**config.mk**
```make
export PLATFORM = sky130hd
export DESIGN_NAME = mmio_arbiter_fsm
export DESIGN_NICKNAME = d
export VERILOG_FILES = /design/src/rtl/mmio_arbiter_fsm.sv
export SDC_FILE = /design/constraint.sdc
export NUM_CORES = 1
export LEC_CHECK = 0
export ABC_AREA = 1
export CAP_MARGIN = 30
export CORE_AREA = 4 4 210 212
export DETAILED_ROUTE_END_ITERATION = 10
export DIE_AREA = 0 0 214 216
export HOLD_SLACK_MARGIN = 0.15
export PLACE_DENSITY = 0.63
export SLEW_MARGIN = 20
export SYNTH_ARGS = -nofsm -noshare
export SYNTH_HDL_FRONTEND = slang
export SYNTH_SLANG_ARGS = --single-unit
```
**constraint.sdc**
```tcl
create_clock -name clk -period 4.05 [get_ports clk]
set_input_delay 0.81 -clock clk [delete_from_list [all_inputs] [get_ports clk]]
set_output_delay 0.81 -clock clk [all_outputs]
set_load 0.01 [all_outputs]
```
**src/rtl/mmio_arbiter_fsm.sv**
```systemverilog
// Two-master (fetch / data) arbiter in front of one shared memory/MMIO port.
// Round-robin on contention, one access in flight, optional timeout watchdog.
module mmio_arbiter_fsm #(
  parameter int unsigned TIMEOUT = 255,
  parameter int unsigned CNT_W   = 8
) (
  input  logic        clk,
  input  logic        rstn,
  // fetch master (read-only)
  input  logic [63:0] if_address,
  input  logic        if_ren,
  output logic [63:0] if_rdata,
  output logic        if_stall,
  // data master (read/write)
  input  logic [63:0] d_address,
  input  logic        d_ren,
  input  logic        d_wen,
  input  logic [63:0] d_wdata,
  input  logic [7:0]  d_wmask,
  output logic [63:0] d_rdata,
  output logic        d_stall,
  // shared memory port
  output logic [63:0] address_mem,
  output logic        ren_mem,
  output logic        wen_mem,
  output logic [7:0]  wmask_mem,
  output logic [63:0] wdata_mem,
  input  logic [63:0] rdata_mem,
  input  logic        valid_mem,
  output logic        bus_err,
  // debug view: state encoding 0=IDLE 1=BUSY 2=DONE, owner 0=fetch 1=data
  output logic [1:0]  dbg_state,
  output logic        dbg_owner
);

  // Handshake: a master holds its request level until its stall drops; stall
  // is low for exactly the single DONE cycle of that master's access. On the
  // memory side the latched request is held in BUSY until valid_mem is seen.

  typedef enum logic [1:0] {
    S_IDLE = 2'd0,
    S_BUSY = 2'd1,
    S_DONE = 2'd2
  } state_t;

  localparam logic [CNT_W-1:0] CNT_LAST = CNT_W'(TIMEOUT - 1);
  localparam bit               WDOG_EN  = (TIMEOUT != 0);

  state_t           r_state;
  state_t           w_state_nxt;
  logic             r_owner;
  logic             r_last;
  logic [CNT_W-1:0] r_cnt;
  logic             r_bus_err;
  logic [63:0]      r_addr;
  logic [63:0]      r_wdata;
  logic [7:0]       r_wmask;
  logic             r_ren;
  logic             r_wen;
  logic [63:0]      r_if_rdata;
  logic [63:0]      r_d_rdata;

  logic w_if_req;
  logic w_d_req;
  logic w_grant;
  logic w_grant_data;
  logic w_timeout;
  logic w_busy;
  logic w_done;

  assign w_if_req = if_ren;
  assign w_d_req  = d_ren | d_wen;
  assign w_busy   = (r_state == S_BUSY);
  assign w_done   = (r_state == S_DONE);

  always_ff @(posedge clk or negedge rstn) begin
    if (!rstn) begin
      r_state <= S_IDLE;
    end else begin
      r_state <= w_state_nxt;
    end
  end

  always_comb begin
    w_state_nxt  = r_state;
    w_grant      = 1'b0;
    w_grant_data = 1'b0;
    w_timeout    = 1'b0;
    unique case (r_state)
      S_IDLE: begin
        if (w_if_req || w_d_req) begin
          w_grant = 1'b1;
          // on contention the master that did not win last time goes first
          w_grant_data = w_d_req && (!w_if_req || !r_last);
          w_state_nxt  = S_BUSY;
        end
      end
      S_BUSY: begin
        if (valid_mem) begin
          w_state_nxt = S_DONE;
        end else if (WDOG_EN && (r_cnt == CNT_LAST)) begin
          w_timeout   = 1'b1;
          w_state_nxt = S_DONE;
        end
      end
      S_DONE: begin
        w_state_nxt = S_IDLE;
      end
      default: begin
        w_state_nxt = S_IDLE;
      end
    endcase
  end

  always_ff @(posedge clk or negedge rstn) begin
    if (!rstn) begin
      r_owner    <= 1'b0;
      r_last     <= 1'b0;
      r_cnt      <= '0;
      r_bus_err  <= 1'b0;
      r_addr     <= '0;
      r_wdata    <= '0;
      r_wmask    <= '0;
      r_ren      <= 1'b0;
      r_wen      <= 1'b0;
      r_if_rdata <= '0;
      r_d_rdata  <= '0;
    end else begin
      if (w_grant) begin
        r_owner <= w_grant_data;
        r_last  <= w_grant_data;
        r_cnt   <= '0;
        if (w_grant_data) begin
          r_addr  <= d_address;
          r_wdata <= d_wdata;
          r_wmask <= d_wmask;
          r_wen   <= d_wen;
          // read+write together is issued as a write
          r_ren   <= d_ren & ~d_wen;
        end else begin
          r_addr  <= if_address;
          r_wdata <= '0;
          r_wmask <= '0;
          r_wen   <= 1'b0;
          r_ren   <= 1'b1;
        end
      end
      if (w_busy) begin
        if (valid_mem) begin
          if (r_owner) begin
            r_d_rdata <= rdata_mem;
          end else begin
            r_if_rdata <= rdata_mem;
          end
        end else if (w_timeout) begin
          if (r_owner) begin
            r_d_rdata <= '0;
          end else begin
            r_if_rdata <= '0;
          end
          r_bus_err <= 1'b1;
        end else begin
          r_cnt <= r_cnt + 1'b1;
        end
      end
    end
  end

  // memory port shows only latched fields, and only while BUSY
  assign address_mem = w_busy ? r_addr  : '0;
  assign wdata_mem   = w_busy ? r_wdata : '0;
  assign wmask_mem   = w_busy ? r_wmask : '0;
  assign ren_mem     = w_busy & r_ren;
  assign wen_mem     = w_busy & r_wen;

  assign if_stall = w_if_req & ~(w_done & ~r_owner);
  assign d_stall  = w_d_req  & ~(w_done &  r_owner);

  assign if_rdata  = r_if_rdata;
  assign d_rdata   = r_d_rdata;
  assign bus_err   = r_bus_err;
  assign dbg_state = r_state;
  assign dbg_owner = r_owner;

endmodule

```
==> flow_summary_export.csv <==
group,metric,value,unit
run_status,status,"complete, no violations",
logic_synthesis,ys_warn_count,0,
cts,cts_made_buffers,34,
logic_synthesis,yosysSeqAreaShare,53.71,%
logic_synthesis,synth_nets,1880,
layout,seq_area,6958,µm²
grt,grt_pass1_wl,73550,µm
logic_synthesis,synth_area_leaders,"dfrtp_1 (54%), nand2_1 (12%), inv_1 (8.5%), o22ai_1 (6.6%), nand4_1 (6.3%)",
logic_synthesis,synth_area_leader_cell,"dfrtp_1",
pwr,power,14.87,mW
drt,num_vias,12510,
cts,cts_buffer_depth,3,
drt,drc,0,
cts,cts.clk_slew.worst_paths,0.06,ns
placed_design,portBuffers,541,
drt,wl,46780,µm
layout,drive_gt1_share,4.305,%
drt,firstDrtPassIters,6,
worst_setup_path,crit_start,"dbg_state[1]",
logic_synthesis,ys_top_cells_by_count,"nand2_1 (409), inv_1 (294), dfrtp_1 (278)",
logic_synthesis,netlist_instances,1608,
placed_design,routabilityCongestion,0.8821,
cts,root_buffer,"clkbuf_16",
grt,grt.overflow.total,0,
timing,rsz0062_at_grt,"false",
logic_synthesis,synth.avg_cell_area,8.054,µm²
cts,cts_num_sinks,278,
placed_design,hpwl,32350,µm
cts,cts.repair.resized,0,
drt,viasPerCell,4.710,
timing,fmax,0.2908,GHz
worst_setup_path,crit_type,"reg2out",
die,die_h,216,µm
worst_setup_path,path_max_fanout,80,
logic_synthesis,synth-edff-count,0,
grt,antenna_found_initial,2,
timing,period_share,84.91,%
timing,relSlewSlack,35.27,%
grt,grt_pass1_vias,12700,
timing,finalClockSkew,0.01042,ns
die,core,41950,µm²
logic_synthesis,async_flop_share,100.0,%
cts,clk_latency,0.52,ns
placed_design,dpl-instance-area,18630,µm²
die,boundaryPins,542,
worst_setup_path,crit_arrival,2.63,ns
grt,grt_max_degree,145,
timing,hold_viol_final,0,
layout,multi_input_area,4268,µm²
logic_synthesis,synthesis.area,12950,µm²
logic_synthesis,synth_top_area_share,53.71,%
timing,setup_tns,0,ns
worst_hold_path,hp-class,"in2async",
die,dieArea,46220,µm²
pwr,power_density,752.1,nW/µm²
die,die_x,214,µm
cts,cts_tree,"done",
cts,ctsHoldBuffers,0,
timing,slew_viol_final,0,
timing,setup_viol,0,
worst_setup_path,reg2reg_from,"dbg_state[1]",
job,max_cap_viol_count,0,
cts,cts_setup_buffers,0,
worst_setup_path,crit_path_end_kind,"output pin",
die,rows,75,
drt,ant_nets,0,
drt,dr.first_iter.drc_count,849,
timing,period_needed,3.439,ns
logic_synthesis,yosysMostFrequentCell,"nand2_1",
logic_synthesis,synth.ff_latch_count,278,
layout,stdcell_area,19770,µm²
logic_synthesis,yosysUniqueCellTypes,24,
worst_setup_path,start_kind,"flip-flop",
pwr,ir_drop,0.0005543,V
pwr,power_leakage,9.653,nW
die,initial_core_util,30.88,%
drt,wl_per_cell,17.62,µm
layout,syn2layout_area_growth,52.65,%
worst_setup_path,crit_required,3.24,ns
timing,worst_pin_slew,0.9710,ns
logic_synthesis,dominantRegCellSynth,"dfrtp_1",
grt,grt.total_usage,19.56,%
layout,fill_cells,4102,
cts,h-tree-depth,2,
layout,nets,2363,
## state kept, by name, indices dropped and copies added, names as in the netlist
register   flops
d_rdata       64
r_wmask        8
r_cnt          8
r_wen          1
r_wdata       64
r_ren          1
bus_err        1
dbg_state      2
r_last         1
r_addr        64
if_rdata      64
## through the flow
step,cells,hold WS (ns),util (%),worst slack (ns)
global route,2655,0.3676,47.13,0.4625
detailed placement,2593,0.4570,44.41,0.9709
global placement,2593,0.4527,44.41,0.9689
floorplan,1608,0.4638,-,2.097
CTS,2652,0.3708,47.05,0.5329
finish,2655,0.3310,47.13,0.6111
## path summary, 6_finish.rpt
kind                                 to  slack (ns)  depth (start not counted)
setup / recovery           wmask_mem[4]        0.61                          5
hold / removal              d_rdata[24]        0.33                          1
setup reg to reg            d_rdata[60]        1.17                          6
hold reg to reg            if_rdata[19]        0.47                          2
max in group asynchronous  if_rdata[59]        2.68                          2
min in group clk           if_rdata[19]        0.47                          2
## placed cells by master, fill, tap and decap left out, drive strengths merged
cell type,count
nand3,10
o21ai,12
ha,2
inv,297
o21a,1
nand2,412
bufinv,2
diode,2
clkbuf,49
nand4,130
o22ai,136
a21oi,1
xnor2,1
dfrtp,278
clkinvlp,1
clkdlybuf4s50,539
clkinv,6
nor2,214
or2,2
buf,21
## metal layers
| metal | wire [µm] | global-route usage [%] | share of wire [%] |
|---|---|---|---|
| met4 | 1742 | 6.959 | 3.7 |
| met1 | 18590 | 23.84 | 40 |
| met5 | 0 | 0 | 0 |
| met3 | 3123 | 4.838 | 6.7 |
| met2 | 23320 | 33.86 | 50 |
## power by group
group	internal, mW	switching (mW)	total (mW)
registers	4.03	0.532	4.56
clock network	1.84	1.20	3.04
logic	3.20	4.08	7.27
## final cells by class
type                            count  share of cell area, %
Inverter                          296                  5.633
Antenna cell                        2                0.02531
Tap cell                          539                  3.411
Clock inverter                     10                 0.5569
Sequential cell                   278                  35.19
Multi-Input combinational cell    921                  21.59
Clock buffer                       49                  5.050
Timing Repair Buffer              560                  28.54
## logic make-up (layout without fill, tap and decap cells)
logic type               after synthesis  in the layout  synth area share, %
AND/OR/NAND/NOR                      768            768                25.41
buffers and inverters                409            915                13.49
flip-flops                           278            278                53.71
AO/OA/AOI/OAI                        150            150                7.130
adder cells (fa/ha/maj)                2              2               0.1932
XOR/XNOR                               1              1              0.06764
other                                  0              2                    0
## critical path, cell delays in order, from the launching register on
cell             delay [ns]
dfrtp_1                0.41
inv_1                  0.11
nand2_4                0.35
buf_12                 0.38
nor2_1                 0.23
clkdlybuf4s50_1        0.59
(Power assumes the default switching activity.)
